`src/rtl/conway_led_scanner.sv`:
```
// Purpose : snapshots the Game of Life board once per frame and scans it row by
//           row into a shift-register LED column driver (sclk/sdata/latch), with
//           one-hot row enables and a step_ena pulse every FRAMES_PER_STEP frames.
// Latency : all outputs registered; frame = 1 + ROWS*(2*CLK_DIV*COLS + 1 + DWELL) cycles.
// Backpressure: none; free-running, the column driver must keep up with sclk.
//
// Ports:
//   clk, rst      system clock, synchronous active-high reset
//   cells         board state, cell (r,c) at bit r*COLS+c
//   sclk, sdata   serial column clock/data, column COLS-1 first
//   latch         one-cycle latch strobe after each row is shifted
//   row_sel       one-hot row enable
//   frame_done    one-cycle pulse in the last cycle of each frame
//   step_ena      one-cycle pulse every FRAMES_PER_STEP frames (to cell ena)
//
// Optional: define CONWAY_SCAN_BLANK_EN to blank row_sel outside DWELL.
module conway_led_scanner #(
  parameter int ROWS            = 8,
  parameter int COLS            = 8,
  parameter int CLK_DIV         = 4,
  parameter int DWELL           = 1000,
  parameter int FRAMES_PER_STEP = 30
) (
  input  logic                 clk,
  input  logic                 rst,
  input  logic [ROWS*COLS-1:0] cells,
  output logic                 sclk,
  output logic                 sdata,
  output logic                 latch,
  output logic [ROWS-1:0]      row_sel,
  output logic                 frame_done,
  output logic                 step_ena
);

  localparam int N     = ROWS * COLS;
  localparam int ROW_W = (ROWS > 1) ? $clog2(ROWS) : 1;
  localparam int COL_W = (COLS > 1) ? $clog2(COLS) : 1;
  localparam int DIV_W = (CLK_DIV > 1) ? $clog2(CLK_DIV) : 1;
  localparam int DWL_W = (DWELL > 1) ? $clog2(DWELL) : 1;
  localparam int FRM_W = (FRAMES_PER_STEP > 1) ? $clog2(FRAMES_PER_STEP) : 1;
  localparam int IDX_W = (N > 1) ? $clog2(N) : 1;

  localparam logic [ROW_W-1:0] ROW_LAST = ROW_W'(ROWS - 1);
  localparam logic [COL_W-1:0] COL_LAST = COL_W'(COLS - 1);
  localparam logic [DIV_W-1:0] DIV_LAST = DIV_W'(CLK_DIV - 1);
  localparam logic [DWL_W-1:0] DWL_LAST = DWL_W'(DWELL - 1);
  localparam logic [FRM_W-1:0] FRM_LAST = FRM_W'(FRAMES_PER_STEP - 1);

  typedef enum logic [1:0] {S_SNAPSHOT, S_SHIFT, S_LATCH, S_DWELL} state_t;

  state_t           state_q, state_d;
  logic [N-1:0]     snap_q;
  logic [ROW_W-1:0] row_q, row_d;
  logic [COL_W-1:0] col_q, col_d;
  logic [DIV_W-1:0] div_q, div_d;
  logic [DWL_W-1:0] dwell_q, dwell_d;
  logic [FRM_W-1:0] frame_q, frame_d;
  logic             sclk_d, sdata_d, latch_d, frame_done_d, step_ena_d;
  logic [ROWS-1:0]  row_sel_d;

  // Snapshot bit indices for the next column of this row and for the first
  // column of the following row; only used on the branches where they are valid.
  logic [IDX_W-1:0] idx_next_col, idx_next_row;
  assign idx_next_col = IDX_W'(int'(row_q) * COLS + int'(col_q) - 1);
  assign idx_next_row = IDX_W'((int'(row_q) + 1) * COLS + COLS - 1);

  always_comb begin
    state_d   = state_q;
    row_d     = row_q;
    col_d     = col_q;
    div_d     = div_q;
    dwell_d   = dwell_q;
    sclk_d    = sclk;
    sdata_d   = sdata;
    latch_d   = 1'b0;
`ifdef CONWAY_SCAN_BLANK_EN
    row_sel_d = '0;
`else
    row_sel_d = row_sel;
`endif
    case (state_q)
      S_SNAPSHOT: begin
        // sdata must be valid on entry to SHIFT while snap_q is still loading,
        // so the first bit comes straight from cells into the sdata flop.
        state_d = S_SHIFT;
        row_d   = '0;
        col_d   = COL_LAST;
        div_d   = '0;
        sclk_d  = 1'b0;
        sdata_d = cells[COLS-1];
      end
      S_SHIFT: begin
        if (div_q == DIV_LAST) begin
          div_d = '0;
          if (!sclk) begin
            sclk_d = 1'b1;
          end else begin
            sclk_d = 1'b0;
            if (col_q == '0) begin
              state_d = S_LATCH;
              latch_d = 1'b1;
            end else begin
              col_d   = col_q - COL_W'(1);
              sdata_d = snap_q[idx_next_col];
            end
          end
        end else begin
          div_d = div_q + DIV_W'(1);
        end
      end
      S_LATCH: begin
        state_d   = S_DWELL;
        dwell_d   = '0;
        row_sel_d = ROWS'(1) << row_q;
      end
      S_DWELL: begin
        if (dwell_q == DWL_LAST) begin
          if (row_q == ROW_LAST) begin
            state_d = S_SNAPSHOT;
          end else begin
            state_d = S_SHIFT;
            row_d   = row_q + ROW_W'(1);
            col_d   = COL_LAST;
            div_d   = '0;
            sclk_d  = 1'b0;
            sdata_d = snap_q[idx_next_row];
          end
        end else begin
          dwell_d   = dwell_q + DWL_W'(1);
          row_sel_d = row_sel;
        end
      end
      default: state_d = S_SNAPSHOT;
    endcase

    // Look ahead: frame_done/step_ena are registered, so they are raised on the
    // edge that enters the final DWELL cycle of the last row.
    frame_done_d = (state_d == S_DWELL) && (dwell_d == DWL_LAST) && (row_d == ROW_LAST);
    step_ena_d   = frame_done_d && (frame_q == FRM_LAST);
    frame_d      = frame_q;
    if (frame_done_d) frame_d = (frame_q == FRM_LAST) ? '0 : frame_q + FRM_W'(1);
  end

  always_ff @(posedge clk) begin
    if (rst) begin
      state_q    <= S_SNAPSHOT;
      snap_q     <= '0;
      row_q      <= '0;
      col_q      <= '0;
      div_q      <= '0;
      dwell_q    <= '0;
      frame_q    <= '0;
      sclk       <= 1'b0;
      sdata      <= 1'b0;
      latch      <= 1'b0;
      row_sel    <= '0;
      frame_done <= 1'b0;
      step_ena   <= 1'b0;
    end else begin
      state_q    <= state_d;
      if (state_q == S_SNAPSHOT) snap_q <= cells;
      row_q      <= row_d;
      col_q      <= col_d;
      div_q      <= div_d;
      dwell_q    <= dwell_d;
      frame_q    <= frame_d;
      sclk       <= sclk_d;
      sdata      <= sdata_d;
      latch      <= latch_d;
      row_sel    <= row_sel_d;
      frame_done <= frame_done_d;
      step_ena   <= step_ena_d;
    end
  end

endmodule
```
`config.mk`:
```
export PLATFORM = sky130hd
export DESIGN_NAME = conway_led_scanner
export DESIGN_NICKNAME = d
export VERILOG_FILES = /design/src/rtl/conway_led_scanner.sv
export SDC_FILE = /design/constraint.sdc
export NUM_CORES = 1
export LEC_CHECK = 0
export CAP_MARGIN = 10
export CORE_ASPECT_RATIO = 0.8
export CORE_MARGIN = 5
export CORE_UTILIZATION = 50
export CTS_BUF_LIST = sky130_fd_sc_hd__clkbuf_4
export DETAILED_ROUTE_END_ITERATION = 12
export PLACE_DENSITY = 0.77
export SKIP_LAST_GASP = 1
export SLEW_MARGIN = 20
export SYNTH_ARGS = -nofsm -noshare
export SYNTH_HDL_FRONTEND = slang
export SYNTH_SLANG_ARGS = --single-unit
```
`constraint.sdc`:
```
create_clock -name clk -period 3.6 [get_ports clk]
set_input_delay 0.9 -clock clk [delete_from_list [all_inputs] [get_ports clk]]
set_output_delay 0.9 -clock clk [all_outputs]
set_load 0.02 [all_outputs]
```
# Word-level counts from Yosys, hierarchy flattened
# Index checks and enable logic that the tools add are counted.
[totals] regBits=102 output_inout_bits=13
[op_classes] n_eq_ne=15 n_addsub=10 bitwise_logic=3 n_lt_le_gt_ge=2 n_mux=38 n_shift=1 reduce_logical=10
[ops] op="2-to-1 mux 3 bit" count=7
[ops] op="equality test 10 bit (second input constant)" count=2
[ops] op="one-hot mux 10 bit (2 select lines)" count=1
[ops] op="less-than comparator 6 x 7 -> 1 bit (second input constant)" count=2
[ops] op="2-to-1 mux 2 bit" count=7
[ops] op="2-to-1 mux 1 bit" count=13
[ops] op="binary-select mux 1 bit (select 6 bit)" count=2
[ops] op="subtractor 6 x 1 -> 6 bit (second input constant)" count=2
[ops] op="adder 10 x 1 -> 10 bit (second input constant)" count=1
[ops] op="2-to-1 mux 10 bit" count=1
[ops] op="inequality test 2 bit (second input constant)" count=5
[ops] op="one-hot mux 3 bit (3 select lines)" count=1
[ops] op="equality test 2 bit (second input constant)" count=4
[ops] op="one-hot mux 2 bit (4 select lines)" count=1
[ops] op="<< shifter 1 x 3 -> 8 bit (first input constant)" count=1
[ops] op="adder 3 x 1 -> 3 bit (second input constant)" count=2
[ops] op="adder 6 x 3 -> 6 bit" count=1
[ops] op="adder 6 x 4 -> 6 bit (second input constant)" count=1
[ops] op="equality test 3 bit (second input constant)" count=2
[ops] op="one-hot mux 1 bit (3 select lines)" count=2
[ops] op="one-hot mux 2 bit (3 select lines)" count=1
[ops] op="one-hot mux 3 bit (2 select lines)" count=1
[ops] op="AND reduction 6 bit" count=1
[ops] op="adder 5 x 1 -> 5 bit (second input constant)" count=1
[ops] op="13 further kinds" count=17

# Logic depth before layout (Yosys ltp)
# Gate-level depths: netlist of run 1.
[logic_depth] ltp_word=9 depth_mapped=11 mapped_depth_nobuf=10

# Worst setup path before layout of run 1
# No wires, ideal clock.
[synth_timing] path_type="reg2reg" start="register col_q[0]" end="register sdata" stages_incl_launch_ff=11 setup_ns=0.143 arrival_ns=3.041 slack_ns=0.417 path_cell_list="dfxtp_1 clkbuf_1 inv_1 ha_1 clkbuf_1 buf_1 mux4_2 mux4_2 mux2_2 o211ai_1 a311oi_1"
[synth_via] elab_chain_cells=8 elab_cells_between_ends=11 cone_classes="add/sub (2); eq/ne (1); mux (6); reduce/logical (2)"
[synth_rtl] element="start: declaration" line="54" rtl="logic [COL_W-1:0] col_q, col_d;"
[synth_rtl] element="start signal: assignment" line="163" rtl="col_q <= col_d;"
[synth_rtl] element="adder 6 x 3 -> 6 bit" line="64" rtl="assign idx_next_col = IDX_W'(int'(row_q) * COLS + int'(col_q) - 1);"
[synth_rtl] element="subtractor 6 x 1 -> 6 bit" line="64"
[synth_rtl] element="binary-select mux 1 bit (select 6 bit)" line="104" rtl="sdata_d = snap_q[idx_next_col];"
[synth_rtl] element="2-to-1 mux 1 bit (not written as such)" line="104"
[synth_rtl] element="2-to-1 mux 1 bit" line="99" rtl="if (col_q == '0) begin"
[synth_rtl] element="2-to-1 mux 1 bit" line="95" rtl="if (!sclk) begin"
[synth_rtl] element="2-to-1 mux 1 bit" line="93" rtl="if (div_q == DIV_LAST) begin"
[synth_rtl] element="one-hot mux 1 bit (3 select lines)" line="81" rtl="case (state_q)"
[synth_rtl] element="end signal: assignment" line="168" rtl="sdata <= sdata_d;"
[synth_rtl] element="end: declaration" line="28" rtl="output logic sdata,"
# Several ways; a longest one is shown, not always the timed one. The select of a mux whose other input is x is not followed.
# A chain may end at the register's enable or synchronous reset.

# Worst setup path after layout of run 1
[layout_timing] start="register state_q[0]" end="register frame_q[3]"
[layout_via] elab_chain_cells=7 elab_cells_between_ends=16 cone_classes="eq/ne (6); mux (7); reduce/logical (3)"
[layout_rtl] element="start: declaration" line="51" rtl="state_t state_q, state_d;"
[layout_rtl] element="start signal: assignment" line="160" rtl="state_q <= state_d;"
[layout_rtl] element="2-to-1 mux 2 bit" line="99"
[layout_rtl] element="2-to-1 mux 2 bit" line="95"
[layout_rtl] element="2-to-1 mux 2 bit" line="93"
[layout_rtl] element="one-hot mux 2 bit (4 select lines)" line="81"
[layout_rtl] element="equality test 2 bit" line="138" rtl="frame_done_d = (state_d == S_DWELL) && (dwell_d == DWL_LAST) && (row_d == ROW_LAST);"
[layout_rtl] element="logical AND 1 bit" line="138"
[layout_rtl] element="logical AND 1 bit (*)" line="138"
[layout_rtl] element="end signal: assignment" line="166" rtl="frame_q <= frame_d;"
[layout_rtl] element="end: declaration" line="57" rtl="logic [FRM_W-1:0] frame_q, frame_d;"
# Every way passes the cells marked *; elsewhere a longest branch is shown, timed or not.

==> impl_metrics.env, run 1 <==
export IMPL_outcome="finished, final reports clean"
export IMPL_grt_pass1_wl_um=19000
export IMPL_clock_tree_root_cell="clkbuf_4"
export IMPL_async_set_or_reset_flop_fraction_in_the_synthesized_netlist=0
export IMPL_grt_max_degree=65
export IMPL_cts_hold_buf=0
export IMPL_drtAntennaViolNets=0
export IMPL_synth_edf_count=0
export IMPL_drt_wirelength_per_cell_um=16.2
export IMPL_worst_hold_slack_ns=0.459
export IMPL_met2_wire_len_um=5460
export IMPL_worstHoldStart="row_sel[6]$_SDFFE_PP0P_"
export IMPL_post_synth_top_area_cell="dfxtp_1"
export IMPL_globalRouteOverflowTotal=0
export IMPL_final_min_clock_period_ns=3.22
export IMPL_power_total_mw=2.26
export IMPL_synth_flop_cell="dfxtp_1"
export IMPL_critPathCaptureType="flip-flop"
export IMPL_place_detailed_hpwl_um=8460
export IMPL_synthesis_yosys_warnings=0
export IMPL_max_cap_violations=0
export IMPL_stdcell_count=703
export IMPL_drive_gt1_frac=0.101
export IMPL_grtUsageTotal=0.196
export IMPL_die_height_um=99.2
export IMPL_final_seq_area_um2=2040
export IMPL_holdCritPathClass="reg -> reg"
export IMPL_fillers=834
export IMPL_layout_nets=645
export IMPL_worstSetupStartpoint="state_q[0]$_SDFF_PP0_"
export IMPL_crit_path_max_fanout=13
export IMPL_worstPathRequired_ns=3.99
export IMPL_slew_headroom=0.295
export IMPL_area_of_the_multi_input_gates_um2=2760
export IMPL_antenna_cells=0
export IMPL_setup_viol=0
export IMPL_remaining_drc_errors=0
export IMPL_yosys_top_cells_area="dfxtp_1 41%, mux2i_1 14%, mux4_2 10%"
export IMPL_firstDrtPassIters=5
export IMPL_cts_htree_levels=3
export IMPL_postCtsResizedCells=0
export IMPL_routed_via_count=3894
export IMPL_number_of_global_route_vias_before_repair=3908
export IMPL_cts_num_sinks=102
export IMPL_finalHoldViolCount=0
export IMPL_num_rows=32
export IMPL_insertion_delay_ns=0.45
export IMPL_antenna_found_initial=0
export IMPL_power_per_cell_area_nw_per_um2=377
export IMPL_vias_per_cell=5.54
export IMPL_ys_types=60
export IMPL_worst_setup_hold_path_clk_slew_ns=0.15
export IMPL_wl_met1_um=5120
export IMPL_buffer_ports_inserted=78
export IMPL_floorplan_core_area_um2=9690
export IMPL_first_iter_violations=228
export IMPL_area_growth_pct=20.6
export IMPL_final_setup_skew_ns=0.0192
export IMPL_post_cts_buffers=0
export IMPL_seq_total_area_yosys=0.410
export IMPL_power_leakage_nw=2.42
export IMPL_post_synthesis_net_count=581
export IMPL_worstSetupPathType="reg -> reg"
export IMPL_tns_ns=0
export IMPL_rsz_0062_raised_after_global_routing="false"
export IMPL_tritoncts="done"
export IMPL_report_final_slew_viol_count=0
export IMPL_yosysTopAreaCellShare=0.410
export IMPL_die_area_um2=12100
export IMPL_worst_slew_pin_transition_ns=1.06
export IMPL_worst_setup_path_start_kind="flip-flop"
export IMPL_postSynthAreaPerCell_um2=9.99
export IMPL_achievable_frequency_mhz=311
export IMPL_gp_congestion=0.840
export IMPL_synth_area_um2=4980
export IMPL_worst_ir_drop_vdd_mv=0.198
export IMPL_dp_cells=687
export IMPL_finalWirelength_um=11400
export IMPL_tritoncts_num_buffers=9
export IMPL_worst_ep_arrival_time_ns=3.61
export IMPL_postSynthCellCount=498
export IMPL_cts_max_path_buffers=2
export IMPL_dr_wl_met3_um=639
export IMPL_reg2reg_from="state_q[0]$_SDFF_PP0_"
export IMPL_period_share=0.894
export IMPL_starting_density=0.514
export IMPL_postSynthRegisterBits=102
export IMPL_utilization=0.620
export IMPL_die_w_um=122
export IMPL_boundaryPins=79
export IMPL_top_signal_layer_used="met4"
-- report_power, final --
part	leakage (nW)	switching, mW	internal (mW)	total (mW)
logic	1.51	0.196	0.254	0.450
registers	0.838	0.0352	1.19	1.23
clock network	0.0782	0.367	0.219	0.586
total	2.42	0.598	1.66	2.26
-- synthesized netlist by cell type (5+ instances only) --
cell type / count
dfxtp_1: 102
nor2_1: 87
mux2i_1: 68
a21oi_1: 23
clkbuf_1: 23
mux4_2: 22
nand2_1: 20
ha_1: 17
nand3_1: 14
inv_1: 13
o21ai_0: 6
xnor2_1: 6
o211ai_1: 5
-- cell type report --
type	instances	share of cell area
clock buffer	10	0.0125
clock inverter	6	0.0102
inverter	14	0.00875
multi-input combinational	350	0.460
sequential	102	0.340
tap	136	0.0283
timing repair buffer	85	0.140
-- path summary, 6_finish.rpt --
check | endpoint | slack [ns] | cells past startpoint
worst max register to register | frame_q[3]$_SDFFE_PP0P_ | 0.38 | 9
worst min register to register | row_sel[6]$_SDFFE_PP0P_ | 0.46 | 2
worst max-delay path | frame_q[3]$_SDFFE_PP0P_ | 0.38 | 9
worst min-delay path | row_sel[6]$_SDFFE_PP0P_ | 0.46 | 2
-- registers in the layout, summed over array words and instances (netlist names) --
name	count
state_q	2
sclk	1
sdata	1
frame_done	1
div_q	2
col_q	3
row_q	3
snap_q	64
frame_q	5
dwell_q	10
step_ena	1
latch	1
row_sel	8
-- cells by family after synthesis --
family | count (synthesis) | share of synthesized area
xor+xnor | 6 | 0.0106
compound gates | 67 | 0.0930
fa+ha+maj | 17 | 0.0427
flops | 102 | 0.410
mux | 92 | 0.241
simple gates | 168 | 0.165
buf+inv | 46 | 0.0372
-- metal layers --
layer,vias up,global-route usage
li1,1923,-
met1,1861,0.254
met2,97,0.325
met3,13,0.0517
met4,0,0.0517
met5,-,0
-- critical path, stage by stage (launching register included) --
cell and delay (ns):
dfxtp_1 0.40, inv_1 0.12, ha_1 0.39, nor2_2 0.42, and2_1 0.19, o21ai_0 0.12
a2111oi_4 0.36, nand4bb_1 0.38, or4_1 0.61, a21oi_1 0.15
-- through the flow --
stage	setup slack, ns	area [µm²]
6_report	0.380	6000
2_1_floorplan	0.417	4980
3_3_place_gp	0.645	5870
5_1_grt	0.0875	6000
3_5_place_dp	0.483	5870
4_1_cts	0.438	6000
-- cells in the final DEF (no fill, tap or decap), types with 5 or more instances in the layout --
master / instances
xnor2_1: 6
nand2_1: 20
clkdlybuf4s50_1: 77
dfxtp_1: 102
buf_4: 6
inv_1: 13
mux4_2: 22
nand3_1: 14
nor2_1: 87
clkbuf_4: 10
o211ai_1: 5
mux2i_1: 68
a21oi_1: 23
ha_1: 16
o21ai_0: 6
(Power assumes the default switching activity.)
==> run 2, diff against run 1 <==
Settings changed: CORE_UTILIZATION 50 to 40, PLACE_DENSITY 0.77 to 0.64.
==> run 2 against run 1 <==
  * Wire length rose by 4.1%
  * Critical endpoint unchanged
  * Clock skew fell by 0.00084 ns
  * Critical path type unchanged
  * Setup slack improved by 0.030 ns
  * Clock power rose by 17%
==> impl_metrics.env, run 2 (same netlist as run 1, synthesis figures left out) <==
export IMPL_area_growth_pct=21.6
export IMPL_vias_per_cell=5.41
export IMPL_worst_ep_arrival_time_ns=3.58
export IMPL_power_per_cell_area_nw_per_um2=391
export IMPL_ff2ff_setup_slack_ns=0.41
export IMPL_worstSetupPathType="reg -> reg"
export IMPL_worst_setup_path_start_kind="flip-flop"
export IMPL_slew_headroom=0.285
export IMPL_worst_hold_slack_ns=0.465
export IMPL_cts_num_sinks=102
export IMPL_tritoncts_num_buffers=9
export IMPL_holdCritPathClass="reg -> reg"
export IMPL_number_of_global_route_vias_before_repair=3833
export IMPL_path_depth=9
export IMPL_antenna_found_initial=0
export IMPL_place_detailed_hpwl_um=8670
export IMPL_die_height_um=110
export IMPL_stdcell_count=719
export IMPL_post_dp_cell_area_um2=5890
export IMPL_most_common_cell_after_layout_fill_and_taps_aside="dfxtp_1"
export IMPL_fillers=1118
export IMPL_drt_wirelength_per_cell_um=16.5
export IMPL_cell_internal_pwr_mw=1.74
export IMPL_layout_nets=645
export IMPL_path_buf_inv=1
export IMPL_globalRouteOverflowTotal=0
export IMPL_starting_density=0.409
export IMPL_critPathCaptureType="flip-flop"
export IMPL_largest_register_ff_count=64
export IMPL_floorplan_core_area_um2=12200
export IMPL_cp_slowest_stage_delay_ns=0.61
export IMPL_crit_path_max_fanout=13
export IMPL_grtUsageTotal=0.164
export IMPL_rsz_0062_raised_after_global_routing="false"
export IMPL_setup_viol=0
export IMPL_max_cap_violations=0
export IMPL_power_total_mw=2.36
export IMPL_cp_cell_sequence="inv_1, ha_1, nor2_2, and2_1, o21ai_0, a2111oi_4, nand4bb_1, or4_1, a21oi_1"
export IMPL_grt_max_degree=65
export IMPL_tritoncts="done"
export IMPL_most_common_layout_cells="102 x dfxtp_1, 87 x nor2_1, 77 x clkdlybuf4s50_1"
export IMPL_worst_slew_pin_transition_ns=1.07
export IMPL_die_w_um=135
export IMPL_seq_power_share=0.519
export IMPL_worst_setup_hold_path_clk_slew_ns=0.15
export IMPL_power_leakage_nw=2.43
export IMPL_worstPathRequired_ns=3.99
export IMPL_report_final_slew_viol_count=0
export IMPL_cts_hold_buf=0
export IMPL_final_design_area_no_fill_um2=6050
export IMPL_dp_cells=703
export IMPL_finalHoldViolCount=0
export IMPL_post_cts_buffers=0
export IMPL_die_area_um2=14800
export IMPL_switching_share=0.262
export IMPL_gp_congestion=0.893
export IMPL_regMostFlops="snap_q"
export IMPL_routed_via_count=3890
export IMPL_clock_tree_root_cell="clkbuf_4"
export IMPL_boundaryPins=79
export IMPL_remaining_drc_errors=0
export IMPL_finalWirelength_um=11800
export IMPL_cts_max_path_buffers=2
export IMPL_tns_ns=0
export IMPL_switch_pwr_uw=620
export IMPL_number_of_instances_on_the_worst_hold_path=2
export IMPL_firstDrtPassIters=5
export IMPL_final_setup_skew_ns=0.0183
export IMPL_power_frac_clock=0.290
export IMPL_power_frac_comb=0.191
export IMPL_worstHoldStart="row_sel[6]$_SDFFE_PP0P_"
export IMPL_buffer_ports_inserted=78
export IMPL_first_iter_violations=323
export IMPL_ff2ff_path_depth=9
export IMPL_reg2reg_from="state_q[0]$_SDFF_PP0_"
export IMPL_top_registers="snap_q (64), dwell_q (10), row_sel (8)"
export IMPL_grt_pass1_wl_um=19300
export IMPL_outcome="finished, final reports clean"
export IMPL_period_share=0.886
export IMPL_insertion_delay_ns=0.47
export IMPL_worst_ir_drop_vdd_mv=0.201
export IMPL_antenna_cells=0
export IMPL_drive_gt1_frac=0.101
export IMPL_kind_of_cell_with_the_highest_combined_delay_on_the_critical_path="simple AND/OR/NAND/NOR gates"
export IMPL_drtAntennaViolNets=0
export IMPL_final_min_clock_period_ns=3.19
export IMPL_num_rows=36
export IMPL_postCtsResizedCells=0
export IMPL_cts_htree_levels=3
export IMPL_critical_path_slowest_cell="or4_1"
export IMPL_achievable_frequency_mhz=314
export IMPL_worstSetupStartpoint="state_q[0]$_SDFF_PP0_"
## run 2: changes by cell type in the layout (fill, tap and decap cells not counted)
cell	change
bufinv_16	+1
clkbuf_4	+1
clkinv_2	-2
## run 2: metal layers
metal  global-route usage  wire length (µm)  part of all wire
met1                0.223              5780              0.49
met4               0.0480               167             0.014
met2                0.258              5320              0.45
met5                    0                 0                 0
met3               0.0425               564             0.048
## run 2: power by group through the flow
| stage | logic, mW | registers [mW] | clock network, mW |
|---|---|---|---|
| 2_1_floorplan | 0.300 | 1.24 | 0 |
| 3_3_place_gp | 0.447 | 1.25 | 0 |
| 3_5_place_dp | 0.457 | 1.25 | 0 |
| 4_1_cts | 0.458 | 1.23 | 0.711 |
| 5_1_grt | 0.496 | 1.23 | 0.742 |
| 6_report | 0.453 | 1.23 | 0.685 |
## run 2: path summary, 6_finish.rpt
kind,to
worst min register to register,row_sel[6]$_SDFFE_PP0P_
worst min-delay path,row_sel[6]$_SDFFE_PP0P_
worst max register to register,frame_q[3]$_SDFFE_PP0P_
worst max-delay path,frame_q[3]$_SDFFE_PP0P_
## run 2: worst reg2reg max path: stages, from the launching register on
cell	delay (ns)
dfxtp_1	0.38
inv_1	0.12
ha_1	0.39
nor2_2	0.43
and2_1	0.18
o21ai_0	0.12
a2111oi_4	0.38
nand4bb_1	0.37
or4_1	0.61
a21oi_1	0.15
## run 2: final cells by class
class                           count  area, µm²  area share
Timing Repair Buffer               85        841       0.139
Tap cell                          152        190      0.0314
Clock buffer                       11       82.6      0.0136
Inverter                           14       52.6     0.00868
Clock inverter                      5       81.3      0.0134
Multi-Input combinational cell    350       2760       0.456
Sequential cell                   102       2040       0.337
## run 2: stage by stage
step,utilization,setup slack (ns)
finish,0.498,0.410
global route,0.498,0.143
floorplan,-,0.417
detailed placement,0.484,0.457
CTS,0.498,0.418
global placement,0.484,0.598
